[src/rtl/regfile_scoreboard.sv]
`default_nettype none
// ============================================================================
// Module      : regfile_scoreboard
// Description : 2-read/1-write register file with a per-register busy
//               scoreboard, write-to-read bypass, a bulk-clear sequencer and
//               a registered debug read port.
// Ports       : clk, reset (async, active-high)
//               rd_addr_a/b -> rd_data_a/b, rd_busy_a/b   (combinational)
//               wr_en/wr_addr/wr_data                     write-back
//               rsv_en/rsv_addr -> rsv_conflict           reserve
//               clr_req -> clr_busy, clr_done             bulk clear
//               wr_drop                                   dropped wr/rsv
//               dbg_addr -> dbg_data                      1-cycle latency
// Revision    : 1.0 - initial release
// ============================================================================
module regfile_scoreboard #(
  parameter int DATA_WIDTH = 16,
  parameter int ADDR_WIDTH = 4,
  parameter int ZERO_REG   = 0,
  parameter int BYPASS     = 1
) (
  input  logic                  clk,
  input  logic                  reset,
  input  logic [ADDR_WIDTH-1:0] rd_addr_a,
  input  logic [ADDR_WIDTH-1:0] rd_addr_b,
  output logic [DATA_WIDTH-1:0] rd_data_a,
  output logic [DATA_WIDTH-1:0] rd_data_b,
  output logic                  rd_busy_a,
  output logic                  rd_busy_b,
  input  logic                  wr_en,
  input  logic [ADDR_WIDTH-1:0] wr_addr,
  input  logic [DATA_WIDTH-1:0] wr_data,
  input  logic                  rsv_en,
  input  logic [ADDR_WIDTH-1:0] rsv_addr,
  output logic                  rsv_conflict,
  input  logic                  clr_req,
  output logic                  clr_busy,
  output logic                  clr_done,
  output logic                  wr_drop,
  input  logic [ADDR_WIDTH-1:0] dbg_addr,
  output logic [DATA_WIDTH-1:0] dbg_data
);

  localparam int                  c_N_REG = 2 ** ADDR_WIDTH;
  localparam logic [ADDR_WIDTH-1:0] c_LAST = '1;

  typedef enum logic [0:0] {
    ST_IDLE  = 1'b0,
    ST_CLEAR = 1'b1
  } state_t;

  state_t                  r_state;
  logic [ADDR_WIDTH-1:0]   r_index;
  logic [DATA_WIDTH-1:0]   r_mem [c_N_REG];
  logic [c_N_REG-1:0]      r_busy;

  logic w_clearing;
  logic w_wr_ok;
  logic w_rsv_ok;
  logic w_rd_zero_a;
  logic w_rd_zero_b;

  assign w_clearing = (r_state == ST_CLEAR);

  // Register 0 is hard-wired when ZERO_REG is set: writes and reserves to it
  // are simply not accepted, so its storage and busy bit never leave zero.
  assign w_wr_ok  = wr_en  && !w_clearing && !((ZERO_REG != 0) && (wr_addr  == '0));
  assign w_rsv_ok = rsv_en && !w_clearing && !((ZERO_REG != 0) && (rsv_addr == '0));

  assign w_rd_zero_a = (ZERO_REG != 0) && (rd_addr_a == '0);
  assign w_rd_zero_b = (ZERO_REG != 0) && (rd_addr_b == '0);

  // Bypass only forwards accepted writes, so it is implicitly off during a
  // clear and for the hard-wired zero register.
  always_comb begin
    rd_data_a = r_mem[rd_addr_a];
    if (w_rd_zero_a)
      rd_data_a = '0;
    else if ((BYPASS != 0) && w_wr_ok && (wr_addr == rd_addr_a))
      rd_data_a = wr_data;
  end

  always_comb begin
    rd_data_b = r_mem[rd_addr_b];
    if (w_rd_zero_b)
      rd_data_b = '0;
    else if ((BYPASS != 0) && w_wr_ok && (wr_addr == rd_addr_b))
      rd_data_b = wr_data;
  end

  assign rd_busy_a = !w_rd_zero_a && r_busy[rd_addr_a];
  assign rd_busy_b = !w_rd_zero_b && r_busy[rd_addr_b];

  always_ff @(posedge clk or posedge reset) begin
    if (reset) begin
      for (int i = 0; i < c_N_REG; i++)
        r_mem[i] <= '0;
      r_busy       <= '0;
      r_state      <= ST_IDLE;
      r_index      <= '0;
      clr_busy     <= 1'b0;
      clr_done     <= 1'b0;
      rsv_conflict <= 1'b0;
      wr_drop      <= 1'b0;
      dbg_data     <= '0;
    end else begin
      dbg_data <= r_mem[dbg_addr];
      clr_done <= 1'b0;
      // A same-cycle write to the reserved register retires the old
      // producer, so re-reserving it is legitimate and not a conflict.
      rsv_conflict <= w_rsv_ok && r_busy[rsv_addr] &&
                      !(w_wr_ok && (wr_addr == rsv_addr));
      wr_drop      <= w_clearing && (wr_en || rsv_en);

      if (w_wr_ok) begin
        r_mem[wr_addr]  <= wr_data;
        r_busy[wr_addr] <= 1'b0;
      end
      // Placed after the write so reserve wins on a shared address.
      if (w_rsv_ok)
        r_busy[rsv_addr] <= 1'b1;

      case (r_state)
        ST_IDLE: begin
          if (clr_req) begin
            r_state  <= ST_CLEAR;
            r_index  <= '0;
            clr_busy <= 1'b1;
          end
        end
        ST_CLEAR: begin
          r_mem[r_index]  <= '0;
          r_busy[r_index] <= 1'b0;
          r_index         <= r_index + 1'b1;
          if (r_index == c_LAST) begin
            r_state  <= ST_IDLE;
            clr_busy <= 1'b0;
            clr_done <= 1'b1;
          end
        end
        default: r_state <= ST_IDLE;
      endcase
    end
  end

endmodule
`default_nettype wire

[config.mk]
export PLATFORM = sky130hd
export DESIGN_NAME = regfile_scoreboard
export DESIGN_NICKNAME = d
export VERILOG_FILES = /design/src/rtl/regfile_scoreboard.sv
export SDC_FILE = /design/constraint.sdc
export NUM_CORES = 1
export LEC_CHECK = 0
export CORE_MARGIN = 2
export CORE_UTILIZATION = 30
export CTS_BUF_LIST = sky130_fd_sc_hd__clkbuf_8
export DETAILED_ROUTE_END_ITERATION = 10
export GPL_ROUTABILITY_DRIVEN = 0
export HOLD_SLACK_MARGIN = 0.15
export PLACE_DENSITY = 0.51
export SKIP_LAST_GASP = 1
export SLEW_MARGIN = 10
export SYNTH_ARGS = -nofsm -noshare
export SYNTH_HDL_FRONTEND = slang
export SYNTH_SLANG_ARGS = --single-unit
[constraint.sdc]
create_clock -name clk -period 9.4 [get_ports clk]
set_input_delay 1.88 -clock clk [delete_from_list [all_inputs] [get_ports clk]]
set_output_delay 1.88 -clock clk [all_outputs]
set_load 0.01 [all_outputs]
==> impl_summary.md, run 1 <==
Detailed routing
The average wire length per cell after detail routing is 29.9 um. The via count is approximately 15000. The number of design rule violations left after detail routing is 0. In the detailed route, the total length drawn on met3 is approximately 8000 um. The met2 wirelength from detailed routing is roughly 37000 um.

The post-detailed-route via-to-cell ratio is 5.84. The starting DRC count in detailed routing is between 1500 and 2000. The number of antenna-violating nets in the routed design is 0. In the final routing, the length of wire on met1 measures between 30000 and 40000 um.

For this block, the routed nets add up to a little under 80000 um of wire. Before antenna repair, the detailed router went through 5 iterations. Routed signal wires occupy layers up through met5.

Clock tree
CTS placed an instance of clkbuf_8 at the clock tree root. The TritonCTS sink count is about 300. The clock tree buffer depth is 3. CTS built an H-tree with a depth of 2. The number of gates resized after CTS is 0. The CTS tree is built.

The buffers inserted during post-CTS setup optimization is 0. The clock transition at the registers of the reported paths is about 0.060 ns. The total clock buffers created by CTS is 52. For the worst-skew pair, the clock arrives at the later sink with an insertion delay of between 0.6 and 0.7 ns.

In this run, post-CTS hold repair placed 0 buffers.

STA
Subtracting the final worst setup slack from the clock period gives 7.11 ns. The final critical path takes up between 70% and 80% of the cycle. For this run, the top clock speed supported by timing is 141 MHz. The final count of pins violating max slew is 0.

The final number of setup-violating endpoints is 0. On the final layout, the worst clock skew is about 0.016 ns. The final-report hold violation count is 0. Setup repair after global routing left no endpoint under its margin. The worst pin sits at a relative slew slack of 14.4%.

For the pin with the worst max-slew slack, the measured transition is 1.28 ns. The setup TNS is 0 ns.

Floorplanning
For this configuration, the core starts out at a cell density of 30.3%. The die span in x is 254 um. The floorplan has between 90 and 100 rows. The total core area is between 60000 and 70000 sq um. The die extent in y is between 200 and 300 um. The die area is 64400 sq um. During I/O placement, the number of pins put on the boundary was 95.

Synthesis
The number of flops mapped to enable cells by yosys is 0. The total of flip-flops plus latches after synthesis is approximately 300. The adder-cell share of the synthesized area is less than 1%. The number of distinct library cell variants in the gate-level netlist after synthesis is 39. In this run the mean area of a mapped cell was ~11 sq um. The number of nets handed over by synthesis was 1788.

Of all flip-flops after synthesis, the portion carrying an async set or reset was 100%. Synthesis produced a netlist whose cell count is about 1700. The synthesized netlist devotes less than 1% of its cell area to XOR and XNOR gates. By area, the combinational part of the netlist is dominated by multiplexers. After synthesis, the cell types taking the most area are dfrtp_1 40%, mux4_2 26%, nand2_1 11%, a21oi_1 6.9%, mux2i_1 5.1%. The proportion of netlist area held by the largest area contributor is 39.7%. The sequential-to-total area share from yosys stat is between 30% and 40%. The biggest area consumer among synthesized cells is dfrtp_1. The leading register cell type out of synthesis is dfrtp_1. Yosys printed 0 warnings. The commonest cells after synthesis are 531 x nand2_1, 297 x dfrtp_1, 259 x a21oi_1. The most common cell in the synthesized netlist is nand2_1. The multiplexer share of the synthesized area is 34.0%. The complex-gate fraction of the synthesized area is around 7.8%. The cell area after technology mapping is roughly 19000 sq um. The simple-gate portion of the synthesized area is a little over an eighth.

Final layout
The sequential cell area in the final layout is approximately 7400 sq um. The fraction of final layout cells with drive strength greater than 1 is a little under a quarter. The filler cells instantiated in the layout total a little over 6000. The area of all placed cells without fillers is 21500 sq um. The multi-input combinational cell area is 10500 sq um. The area growth from synthesis to layout is 14.8%.

For this run, the post-layout net count is between 1500 and 2000.

Critical path
The required time of the critical path is between 7 and 8 ns. The largest fanout on the critical path is 16. The terminus of the critical flop-to-flop path is r_mem[144]. The worst setup path is of the in -> out kind. The minimum setup slack among reg-to-reg paths is 6.25 ns. The worst register-to-register path begins at r_state. Tracing the worst setup path back leads to its startpoint at wr_addr[2]. The cell depth of the worst flop-to-flop path is 4. The endpoint class of the critical path is an output pin.

The data arrival at the endpoint of the critical path is approximately 5.2 ns. The worst setup path is launched from a primary input.

Placement
After detailed placement, the total cell area comes to ~20000 sq um. The HPWL after detailed placement is a little under 50000 um. The number of buffer cells added on primary ports is 94.

Run
The tool flagged a number of max-cap violations equal to 0.

Global route
The total routing usage reported by global routing is ~25%. The largest net degree at the start of global routing is 160. The overall overflow remaining after global route is 0. The first global-routing pass estimated between 100000 and 150000 um of wire. The number of antenna violations at the first check in global routing was 9.

The number of global-route vias before repair came to around 15000.

Worst hold path
The worst hold path begins at clr_busy. The worst hold path cell count is 2. The path class of the tightest hold or removal check is reg -> reg. The endpoint of the worst hold path is clr_busy.

Power and ir drop
VDD sags by at most 0.103 mV. The power per unit of standard cell area is between 150 and 200 nW/um^2. The analysis attributes to cell leakage a power of between 8 and 9 nW.

Status
The run finished with clean final reports.
[cells by family (layout without fill, tap and decap cells)]
logic type / count (synthesis) / count (layout)
xor gates and xnor gates: 13 / 13
adders and majority gates: 4 / 4
DFF: 297 / 297
buffers and inverters: 182 / 248
AOI/OAI and AO/OA: 280 / 280
muxes: 351 / 351
other: 0 / 3
and+or+nand+nor: 616 / 616
[state kept, by name, summed over array words and instances, names as in the netlist]
name,count
dbg_data,16
rsv_conflict,1
clr_busy,1
r_mem,256
r_index,4
r_state,1
r_busy,16
clr_done,1
wr_drop,1
[per-stage QoR]
stage                     std cells  hold slack (ns)  util (%)  total power [W]  worst slack [ns]
after CTS                      2646            0.513      34.8          0.00426              2.29
final                          2649            0.505      34.8          0.00427              2.29
after global placement         2553            0.485      33.0          0.00293              2.33
after global routing           2647            0.560      34.8          0.00444              2.12
after detailed placement       2553            0.498      33.0          0.00295              2.30
after floorplan                1743            0.501         -          0.00243              3.57
[worst max-delay path, cell delays in order]
cell and delay [ns]:
clkdlybuf4s50_1 0.69, xor2_1 0.28, nor3_1 0.24, nand3_1 0.92, mux2_2 0.67, clkdlybuf4s50_1 0.50
[power by group]
group	internal (W)	total [W]	switching [W]
Clock	0.000734	0.00131	0.000580
Sequential	0.00149	0.00174	0.000248
Combinational	0.000541	0.00122	0.000677
[final cells by class]
type                            count  area share (%)
Multi-Input combinational cell   1264            49.0
Sequential cell                   297            34.6
Timing Repair Buffer              149            6.13
Tap cell                          837            4.87
Clock buffer                       69            4.42
Clock inverter                     24           0.826
Inverter                            6           0.122
Antenna cell                        3          0.0349
[cell usage in the layout (no fill, tap or decap), drive strengths merged, types with 19 or more instances in the layout]
cell type	n
mux2	32
clkbuf	69
a21oi	259
dfrtp	297
mux2i	96
inv	19
nand2	531
buf	67
nor2	36
mux4	223
clkdlybuf4s50	82
[worst max path at each step]
stage                          to  slack [ns]  cells past startpoint
finish              rd_data_a[12]        2.29                      6
floorplan                clr_busy        3.57                      1
detailed placement  rd_data_a[12]        2.30                      6
global route        rd_data_a[12]        2.12                      6
global placement    rd_data_a[12]        2.33                      6
CTS                 rd_data_a[12]        2.29                      6
[routing by layer]
metal  GRT usage, %  up-vias
li1               -     6338
met1           31.5     8029
met2           39.2      862
met3           6.72      224
met4           12.4        6
met5              0        -
(Power assumes the default switching activity.)
==> run 2, diff against run 1 <==
Settings changed: PLACE_DENSITY 0.51 to 0.5.
Clock period 9.4 ns to 7.02 ns, I/O delays scaled along.
==> impl_summary.md, run 2 (same netlist as run 1, synthesis figures left out) <==
Status
The flow ran to the end, and the final reports show no timing, DRC or antenna violations.

Power and ir drop
The relative contribution of sequential cells to total power is 41.4% (+0.7 points). The switching part of the total is 35.9% (+0.68 points). The maximum vdd ir drop was 0.134 mV (+30%). The switching power is 0.00203 W (+35%). The share of power burned in combinational logic is 28.8% (+0.3 points). The cell-internal power is 0.00361 W (+31%). The clock share of power is 29.8% (-1.0 points). The static power due to leakage is 8.67 nW (-0.60%). The power per unit of standard cell area is 263 nW/um^2 (+32%).

STA
The final critical path time including I/O delays and setup is ~5.5 ns. The setup TNS was 0 ns (unchanged). The worst hold margin is 0.507 ns (+0.00182 ns).

The ratio of final minimum period to clock period is a little under 80%. The setup slack of the critical path after layout was 1.52 ns (-0.773 ns). The final count of pins violating max slew is 0 (unchanged).

The largest clock skew in the final design is 0.0228 ns (+0.00669 ns). The final-report hold violation count is 0 (unchanged). Timing would allow up to 182 MHz.

Setup repair after global routing left no endpoint under its margin. The final number of setup-violating endpoints is 0 (unchanged). The headroom to the max-slew limit is 7.56% (-6.8 points). The slew at the pin closest to its max-slew limit is 1.39 ns (+0.106 ns).

Global route
The global-route wire length before repair is 112000 um (-1.2%). The overall overflow remaining after global route is 0 (unchanged). The total routing usage reported by global routing is 24.6% (-0.27 points).

The largest net degree at the start of global routing came to 160 (unchanged). The number of antenna violations at the first check in global routing came to 9 (unchanged). The number of global-route vias before repair came to 15300 (+0.013%).

Floorplanning
The starting density of the core is 30.3% (unchanged). The number of placement rows is 91 (unchanged). The number of primary I/O pins is 95 (unchanged).

The die span in x is 254 um (unchanged). The die area was 64400 sq um (unchanged). The die extent in y came to 254 um (unchanged). The total core area was 61700 sq um (unchanged).

Final layout
The fraction of final layout cells with drive strength greater than 1 is 22.8% (-0.20 points). The largest registers in the layout are r_mem x256, dbg_data x16, r_busy x16. The number of flip-flops under the largest register name came to 256 (unchanged). The largest register by flop count is r_mem. The final layout net count is 1807 (-0.44%). The library cell used most frequently in the layout, excluding fill and tap cells, is nand2_1.

The top cell types in the final layout, fill and taps aside, are 531 x nand2_1, 297 x dfrtp_1, 259 x a21oi_1. The post-layout utilization of the core was 34.7% (-0.097 points). The area growth from synthesis to layout is 14.5%.

Detailed routing
The starting DRC count in detailed routing is 1849 (+9.3%). The number of iterations in the first detailed-routing pass is 5 (unchanged). The number of design rule violations left after detail routing is 0 (unchanged). The average wire length per cell after detail routing is 29.8 um (-0.43%). The number of antenna-violating nets in the routed design came to 0 (unchanged).

The via count was 15500 (+0.21%). The routed wire length came to 78800 um (-0.65%). The post-detailed-route via-to-cell ratio is 5.86 (+0.44%).

Run
The number of maximum-capacitance violations was 0 (unchanged).

Clock tree
The TritonCTS sink count is 297 (unchanged). The number of hold buffers added after CTS is 0 (unchanged). The library cell used as clock root buffer is clkbuf_8. The CTS H-tree depth is 2 (unchanged). The clock latency on the worst-skew pair is 0.67 ns (+0.04 ns). The buffers inserted during post-CTS setup optimization is 0 (unchanged). TritonCTS built the clock tree. The clock tree buffer depth was 3 (unchanged).

The number of gates resized after CTS is 0 (unchanged). The clock transition at the registers of the reported paths was 0.06 ns (about the same). The total clock buffers created by CTS is 52 (unchanged).

Critical path
STA classifies the critical path endpoint as an output pin. The data arrival at the endpoint of the critical path is 4.10 ns (-1.13 ns). The largest fanout on the critical path is 14 (-2).

The critical path launch point type is a primary input. The required time of the critical path is 5.62 ns (-1.90 ns). The path type of the worst setup path is in -> out.

Placement
The pre-CTS setup slack is 1.55 ns (-0.749 ns). The estimated wirelength of the detail-placed design was 49100 um (+2.2%). The number of buffer cells added on primary ports is 94 (unchanged).

Worst hold path
The worst hold path belongs to the class reg -> reg.
==> run 2: cell count changes in the layout (fill, tap and decap cells not counted), sizes merged <==
cell / previous run / this run
buf: 67 / 58
clkinv: 7 / 11
bufinv: 3 / 1
clkbuf: 69 / 67
clkinvlp: 1 / 3
clkdlybuf4s50: 82 / 83
==> run 2: layout make-up <==
| type | count | area [sq um] |
|---|---|---|
| Fill cell | 6156 | 40300 |
| Multi-Input combinational cell | 1264 | 10600 |
| Sequential cell | 297 | 7430 |
| Timing Repair Buffer | 141 | 1300 |
| Tap cell | 837 | 1050 |
| Clock buffer | 67 | 922 |
| Clock inverter | 28 | 153 |
| Inverter | 6 | 26.3 |
| Antenna cell | 3 | 7.51 |
==> run 2: stage by stage <==
step | std cells | area [sq um] | power (W)
CTS | 2640 | 21400 | 0.00565
global placement | 2545 | 20400 | 0.00392
global route | 2641 | 21400 | 0.00587
finish | 2643 | 21400 | 0.00564
floorplan | 1743 | 18700 | 0.00325
detailed placement | 2545 | 20400 | 0.00396
==> run 2: worst paths after layout <==
kind                             from           end  slack, ns  cells after the start
setup / recovery           wr_addr[2]  rd_data_b[0]       1.52                      7
hold / removal               clr_busy      clr_busy       0.51                      2
setup reg to reg              r_state     r_busy[2]       3.83                      4
hold reg to reg              clr_busy      clr_busy       0.51                      2
max in group asynchronous       reset      r_mem[4]       4.37                      3
min in group asynchronous       reset     r_mem[50]       1.23                      2
==> run 2: worst max-delay path, stage by stage <==
cell and delay, ns:
clkdlybuf4s50_1 0.79, xor2_1 0.33, nor3_1 0.25, nand3_1 0.16
buf_4 0.27, mux2_2 0.30, clkdlybuf4s50_1 0.57
==> run 2: layer usage <==
metal / wire [um] / vias to the layer above / global-route usage [%]
li1: - / 6320 / -
met1: 29500 / 7984 / 31.4
met2: 36700 / 946 / 38.8
met3: 8340 / 236 / 6.72
met4: 4110 / 6 / 11.6
met5: 40 / - / 0
==> run 2: power groups by stage <==
stage	Sequential [W]	Combinational [W]	Clock, W
detailed placement	0.00234	0.00161	0
floorplan	0.00221	0.00104	0
CTS	0.00232	0.00162	0.00171
global placement	0.00233	0.00159	0
finish	0.00233	0.00162	0.00168
global route	0.00237	0.00172	0.00178
